$ cat src/rtl/baud_gen_frac.sv
// Fractional-N baud generator. It divides clk down to an oversample strobe, using
// a phase accumulator to stretch some periods by one clock. It also produces the
// mid-bit and bit-boundary strobes and accepts divisor updates only at bit boundaries.
module baud_gen_frac #(
   parameter int unsigned DIV_W    = 16,
   parameter int unsigned FRAC_W   = 4,
   parameter int unsigned OS_RATE  = 16,
   parameter int unsigned DEF_INT  = 78,
   parameter int unsigned DEF_FRAC = 2
) (
   input  logic                       clk,
   input  logic                       rst,
   input  logic                       en,
   input  logic                       cfg_valid,
   input  logic [DIV_W-1:0]           cfg_int,
   input  logic [FRAC_W-1:0]          cfg_frac,
   output logic                       cfg_ready,
   output logic                       os_tick,
   output logic                       mid_tick,
   output logic                       bit_tick,
   output logic [$clog2(OS_RATE)-1:0] os_cnt
);

   localparam int unsigned OS_W  = $clog2(OS_RATE);
   localparam int unsigned CNT_W = DIV_W + 1;
   localparam logic [OS_W-1:0]  OS_LAST = OS_W'(OS_RATE - 1);
   localparam logic [OS_W-1:0]  OS_MID  = OS_W'(OS_RATE / 2 - 1);
   localparam logic [DIV_W-1:0] INT_MIN = DIV_W'(2);

   logic [CNT_W-1:0]  cnt_q, cnt_d;
   logic [FRAC_W-1:0] acc_q, acc_d;
   logic [OS_W-1:0]   os_cnt_q, os_cnt_d;
   logic [DIV_W-1:0]  int_q, int_d;
   logic [FRAC_W-1:0] frac_q, frac_d;
   logic              os_tick_q, os_tick_d;
   logic              mid_tick_q, mid_tick_d;
   logic              bit_tick_q, bit_tick_d;

   logic [FRAC_W:0]   acc_sum;
   logic [DIV_W-1:0]  int_eff;
   logic [CNT_W-1:0]  period;
   logic              fire;
   logic              load;

   // Divisor updates are only safe when idle or right at a bit boundary.
   assign cfg_ready = !en || bit_tick_q;

   // Next-state: divider counter, phase accumulator, oversample index, divisor load.
   always_comb begin
      cnt_d      = cnt_q;
      acc_d      = acc_q;
      os_cnt_d   = os_cnt_q;
      int_d      = int_q;
      frac_d     = frac_q;
      os_tick_d  = 1'b0;
      mid_tick_d = 1'b0;
      bit_tick_d = 1'b0;

      acc_sum = {1'b0, acc_q} + {1'b0, frac_q};
      int_eff = (int_q < INT_MIN) ? INT_MIN : int_q;
      period  = CNT_W'(int_eff) + CNT_W'(acc_sum[FRAC_W]);
      fire    = en && (cnt_q >= period);
      load    = cfg_valid && cfg_ready;

      if (!en) begin
         cnt_d    = '0;
         acc_d    = '0;
         os_cnt_d = '0;
      end else begin
         // The counter restarts at 1 after a strobe, so the first period after
         // enable, which counts from 0, also lasts exactly 'period' clocks.
         if (fire) begin
            cnt_d      = CNT_W'(1);
            acc_d      = acc_sum[FRAC_W-1:0];
            os_tick_d  = 1'b1;
            mid_tick_d = (os_cnt_q == OS_MID);
            bit_tick_d = (os_cnt_q == OS_LAST);
         end else begin
            cnt_d = cnt_q + CNT_W'(1);
         end
         // The index of an interval stays visible through its closing strobe.
         if (os_tick_q) begin
            os_cnt_d = (os_cnt_q == OS_LAST) ? '0 : os_cnt_q + OS_W'(1);
         end
      end

      // A load wins over an enable drop and restarts the fractional phase.
      if (load) begin
         int_d  = cfg_int;
         frac_d = cfg_frac;
         acc_d  = '0;
      end
   end

   // State registers with synchronous reset to the default divisor.
   always_ff @(posedge clk) begin
      if (rst) begin
         cnt_q      <= '0;
         acc_q      <= '0;
         os_cnt_q   <= '0;
         int_q      <= DIV_W'(DEF_INT);
         frac_q     <= FRAC_W'(DEF_FRAC);
         os_tick_q  <= 1'b0;
         mid_tick_q <= 1'b0;
         bit_tick_q <= 1'b0;
      end else begin
         cnt_q      <= cnt_d;
         acc_q      <= acc_d;
         os_cnt_q   <= os_cnt_d;
         int_q      <= int_d;
         frac_q     <= frac_d;
         os_tick_q  <= os_tick_d;
         mid_tick_q <= mid_tick_d;
         bit_tick_q <= bit_tick_d;
      end
   end

   assign os_tick  = os_tick_q;
   assign mid_tick = mid_tick_q;
   assign bit_tick = bit_tick_q;
   assign os_cnt   = os_cnt_q;

endmodule

$ cat config.mk
export PLATFORM = sky130hd
export DESIGN_NAME = baud_gen_frac
export DESIGN_NICKNAME = d
export VERILOG_FILES = /design/src/rtl/baud_gen_frac.sv
export SDC_FILE = /design/constraint.sdc
export NUM_CORES = 1
export LEC_CHECK = 0
export BUFFER_PORTS_ARGS = -buffer_cell sky130_fd_sc_hd__buf_4
export CELL_PAD_IN_SITES_DETAIL_PLACEMENT = 1
export CELL_PAD_IN_SITES_GLOBAL_PLACEMENT = 2
export CORE_ASPECT_RATIO = 1.1
export CORE_MARGIN = 8
export CORE_UTILIZATION = 35
export DETAILED_ROUTE_END_ITERATION = 6
export GPL_TIMING_DRIVEN = 0
export MAX_ROUTING_LAYER = met4
export PLACE_DENSITY = 0.82
export SLEW_MARGIN = 30
export SYNTH_ARGS = -nofsm -noshare
export SYNTH_HDL_FRONTEND = slang
export SYNTH_SLANG_ARGS = --single-unit
export TNS_END_PERCENT = 50
$ cat constraint.sdc
create_clock -name clk -period 5 [get_ports clk]
set_clock_uncertainty 0.1 [all_clocks]
set_input_delay 0.25 -clock clk [delete_from_list [all_inputs] [get_ports clk]]
set_output_delay 0.25 -clock clk [all_outputs]
set_load 0.02 [all_outputs]
# --- Word level (Yosys, flattened, before mapping) ---
# Index checks and enable logic that the tools add are counted.
classes:
  addsub: 4
  order_cmp: 2
  n_eq_ne: 2
  n_mux: 4
  bitwise: 2
  reduce_logical: 8
ops:
  columns: ["op", "count"]
  rows:
  - ["adder 16 x 1 -> 17 bit", 1]
  - ["adder 17 x 1 -> 17 bit (second input constant)", 1]
  - ["greater-or-equal comparator 17 bit", 1]
  - ["less-than comparator 16 x 2 -> 1 bit (second input constant)", 1]
  - ["two-way mux 16 bit", 1]
  - ["OR reduction 3 bit", 3]
  - ["adder 4 x 4 -> 5 bit", 1]
  - ["adder 4 x 1 -> 4 bit (second input constant)", 1]
  - ["== test 4 x 3 -> 1 bit (second input constant)", 1]
  - ["== test 4 bit (second input constant)", 1]
  - ["two-way mux 4 bit", 1]
  - ["logical AND 1 bit", 2]
  - ["two-way mux 1 bit", 2]
  - ["NOT 1 bit", 2]
  - ["OR reduction 2 bit", 1]
  - ["zero test 1 bit", 1]
  - ["logical OR 1 bit", 1]
totals:
  regBits: 48
  out_inout_bits: 8

# --- Longest topological paths before layout ---
depth:
  word_depth: 7
  depth_mapped: 21

# --- Least setup slack after synthesis ---
# Ideal clock, no wire load.
synth_path:
  path_kind: "register -> register"
  startpoint: "reg acc_q[0]"
  endpoint: "reg acc_q[0]"
  setup_ns: 0.072
  arrival_ns: 3.475
  t_required_ns: 4.828
  slack_ns: 1.353
  path_stages_with_launch: 21
  n_path_buf: 1
  period_less_slack_ns: 3.647
  cell_sequence: "dfxtp_1 -> ha_1 -> inv_1 -> fa_1 -> nor2b_1 -> o21ai_0 -> nand2b_1 -> ha_1 -> ha_1 -> and3_1 -> clkbuf_1 -> and3_1 -> nand2_1 -> xor2_1 -> ha_1 -> a21o_1 -> a21oi_1 -> nor2b_1 -> or3_4 -> nor2_8 -> mux2i_1"
synth_via:
  elab_chain_cells: 4
synth_lines:
  columns: ["element", "line_no", "source"]
  rows:
  - ["start: declaration", "31", "logic [FRAC_W-1:0] acc_q, acc_d;"]
  - ["start signal: assignment", "99", "acc_q <= '0;"]
  - ["start signal: assignment", "108", "acc_q <= acc_d;"]
  - ["adder 4 x 4 -> 5 bit *", "59", "acc_sum = {1'b0, acc_q} + {1'b0, frac_q};"]
  - ["adder 16 x 1 -> 17 bit", "61", "period = CNT_W'(int_eff) + CNT_W'(acc_sum[FRAC_W]);"]
  - ["greater-or-equal comparator 17 bit", "62", "fire = en && (cnt_q >= period);"]
  - ["logical AND 1 bit", "62", null]
# Every way passes the cells marked *; elsewhere a longest branch is shown, timed or not.
# A chain may end at the register's enable or synchronous reset.

# --- Worst setup path after layout ---
layout_path:
  startpoint: "reg frac_q[0]"
  endpoint: "reg cnt_q[8]"
layout_via:
  elab_chain_cells: 5
layout_lines:
  columns: ["element", "line_no", "source"]
  rows:
  - ["start: declaration", "34", "logic [FRAC_W-1:0] frac_q, frac_d;"]
  - ["start signal: assignment", "102", "frac_q <= FRAC_W'(DEF_FRAC);"]
  - ["start signal: assignment", "111", "frac_q <= frac_d;"]
  - ["adder 4 x 4 -> 5 bit", "59", null]
  - ["adder 16 x 1 -> 17 bit", "61", null]
  - ["greater-or-equal comparator 17 bit", "62", null]
  - ["logical AND 1 bit", "62", null]
  - ["OR reduction 3 bit (no line)", null, null]
  - ["end signal: assignment", "107", "cnt_q <= cnt_d;"]
  - ["end: declaration", "30", "logic [CNT_W-1:0] cnt_q, cnt_d;"]
# Every way passes these cells.

==> impl_metrics.env <==
export IMPL_status="complete, no violations"
export IMPL_synth_edf_count=0
export IMPL_drv_cap=0
export IMPL_die_width_um=99.2
export IMPL_htreeDepth=2
export IMPL_cts_clk_slew_worst_paths_ns=0.09
export IMPL_whs_ns=0.0565
export IMPL_critical_path_endpoint_type="flip-flop"
export IMPL_rsz0062_at_grt="no"
export IMPL_cellLeakagePower_nw=1.30
export IMPL_dp_hpwl_um=4870
export IMPL_clkLatencyLatePin_ns=0.30
export IMPL_die_h_um=108
export IMPL_grt_pass1_wl_um=10700
export IMPL_routed_via_density=4.97
export IMPL_area_growth_synth_to_final_pct=16.2
export IMPL_insertedDiodeCount=0
export IMPL_post_cts_buffers=0
export IMPL_track_usage=0.125
export IMPL_ctsHoldBuffers=0
export IMPL_setup_viol=0
export IMPL_ys_async_sr_fraction=0
export IMPL_wl_per_cell_um=13.5
export IMPL_slew_viol_final=0
export IMPL_setup_tns_final_ns=0
export IMPL_via_count=2218
export IMPL_cp_cell_sequence="ha_1 -> inv_1 -> fa_1 -> nor2b_1 -> o21ai_0 -> nand2b_1 -> ha_1 -> ha_1 -> and3_1 -> clkbuf_1 -> and3_1 -> nand2_1 -> xor2_1 -> ha_1 -> a21o_1 -> a21oi_1 -> nor2b_1 -> nor3_1 -> nand3_2 -> buf_6 -> nor2_1"
export IMPL_ctsResizeCount=0
export IMPL_slowest_stage="fa_1"
export IMPL_timing_final_crit_share=0.846
export IMPL_yosysTopAreaCell="dfxtp_1"
export IMPL_grt_max_degree=14
export IMPL_syn_avg_cell_area_um2=8.34
export IMPL_nets=408
export IMPL_cts_sink_count=48
export IMPL_synthDistinctLibCells=38
export IMPL_hp_class="input port to flip-flop"
export IMPL_finalWeightedCongestion=0.751
export IMPL_fmax_mhz=236
export IMPL_drc=0
export IMPL_slew_headroom=0.684
export IMPL_ys_top_cells_by_count="nand2_1, dfxtp_1, a21oi_1, nor2_1, ha_1"
export IMPL_fin_util=0.417
export IMPL_ys_ff_latch=48
export IMPL_final_layout_size_suffix_gt1_frac=0.136
export IMPL_yosysTopAreaCellShare=0.360
export IMPL_synth_area_mm2=0.00267
export IMPL_drt_iter0_drc=45
export IMPL_ys_flop_type="dfxtp_1"
export IMPL_cp_required_ns=5.13
export IMPL_cp_arrival_ns=4.36
export IMPL_critPathBufInv=3
export IMPL_grt_pass1_vias=2299
export IMPL_period_needed_ns=4.23
export IMPL_yosys_top_cells_area="dfxtp_1, ha_1, nand2_1"
export IMPL_ys_warn_count=0
export IMPL_syn_instance_count=320
export IMPL_start_kind="flip-flop"
export IMPL_ant_nets=0
export IMPL_boundaryPins=32
export IMPL_routed_wl_um=6040
export IMPL_powerDensity_mw_per_mm2=228
export IMPL_cts_buffers=5
export IMPL_crit_family="simple AND/OR/NAND/NOR gates"
export IMPL_root_buffer="clkbuf_8"
export IMPL_slowest_delay_ns=0.41
export IMPL_cp_max_fo=10
export IMPL_worst_pin_slew_ns=0.474
export IMPL_core_area_mm2=0.00743
export IMPL_vdd_ir_drop_max_uv=111
export IMPL_initial_utilization=0.359
export IMPL_first_pass_iters=4
export IMPL_clk_path_buf_depth=2
export IMPL_io_buffer_count=31
export IMPL_core_rowCount=33
export IMPL_syn_num_nets=370
export IMPL_crit_top_cell="ha_1"
export IMPL_cts_tree="done"
export IMPL_worstSetupPathType="flip-flop to flip-flop"
export IMPL_synth_most_common_cell="nand2_1"
export IMPL_ys_seq_area_frac=0.360
export IMPL_finalHoldViolCount=0
export IMPL_grt_overflow=0
export IMPL_antenna_found_initial=0
export IMPL_die_area_mm2=0.0107
==> kinds of logic (layout without fill, tap and decap cells) <==
group,Yosys count,in the layout,share of synthesized area
compound gates,40,40,0.0844
simple gates,153,153,0.281
xor+xnor,32,32,0.105
mux,5,5,0.0188
flops,48,48,0.360
buf+inv,16,55,0.0258
fa+ha+maj,26,26,0.125
==> metal layers <==
layer  GRT usage  part of all wire
met5           -                 0
met4      0.0390             0.013
met3      0.0175             0.010
met2       0.208              0.47
met1       0.153              0.51
==> report_power, final <==
part	total, mW	internal [mW]	switching, mW
clock	0.240	0.113	0.127
sequential	0.401	0.391	0.0105
combinational	0.0649	0.0315	0.0334
==> layout by cell type, fill, tap and decap left out, types with 2 or more instances in the layout <==
cell type / synthesis / routed
nand2_1: 66 / 66
dfxtp_1: 48 / 48
buf_4: 0 / 31
nor2_1: 27 / 27
a21oi_1: 27 / 27
ha_1: 25 / 25
xor2_1: 20 / 20
nand3_1: 12 / 12
xnor2_1: 12 / 12
inv_1: 8 / 8
clkbuf_1: 6 / 8
and3_1: 7 / 7
nand4_1: 7 / 7
clkbuf_8: 0 / 6
nor3_1: 5 / 5
mux2i_1: 5 / 5
nand2b_1: 4 / 4
nor4_1: 4 / 4
nand3b_1: 4 / 4
nor2b_1: 3 / 3
o21ai_1: 3 / 3
a21o_1: 3 / 3
and4_1: 3 / 3
nand3_2: 2 / 2
nor2_2: 2 / 2
and2_1: 2 / 2
o21ai_0: 2 / 2
==> worst paths after layout <==
path | start | to | slack [ns] | depth (start not counted)
worst max register to register | frac_q[0] | cnt_q[8] | 0.77 | 21
worst min-delay path | cfg_frac[1] | frac_q[1] | 0.06 | 2
worst min register to register | frac_q[2] | frac_q[2] | 0.37 | 2
worst max-delay path | frac_q[0] | cnt_q[8] | 0.77 | 21
==> metrics by stage <==
step	total power, mW	std cells	area [µm²]	worst slack (ns)
floorplan	0.447	320	2670	1.35
detailed placement	0.477	438	3010	0.694
global route	0.743	446	3100	0.278
global placement	0.475	438	3010	0.754
CTS	0.717	446	3100	0.652
finish	0.707	446	3100	0.770
==> layout make-up <==
cell class | instances | area (µm²)
Timing Repair Buffer | 31 | 233
Sequential cell | 48 | 961
Tap cell | 87 | 109
Fill cell | 914 | 4330
Multi-Input combinational cell | 256 | 1640
Clock buffer | 8 | 90.1
Inverter | 8 | 30.0
Buffer | 8 | 38.8
==> registers in the layout, indices dropped and copies added (netlist names) <==
| name | count |
|---|---|
| os_cnt | 4 |
| bit_tick | 1 |
| acc_q | 4 |
| cnt_q | 17 |
| int_q | 16 |
| frac_q | 4 |
| os_tick | 1 |
| mid_tick | 1 |
No activity file was read; power rests on OpenSTA's default activity.
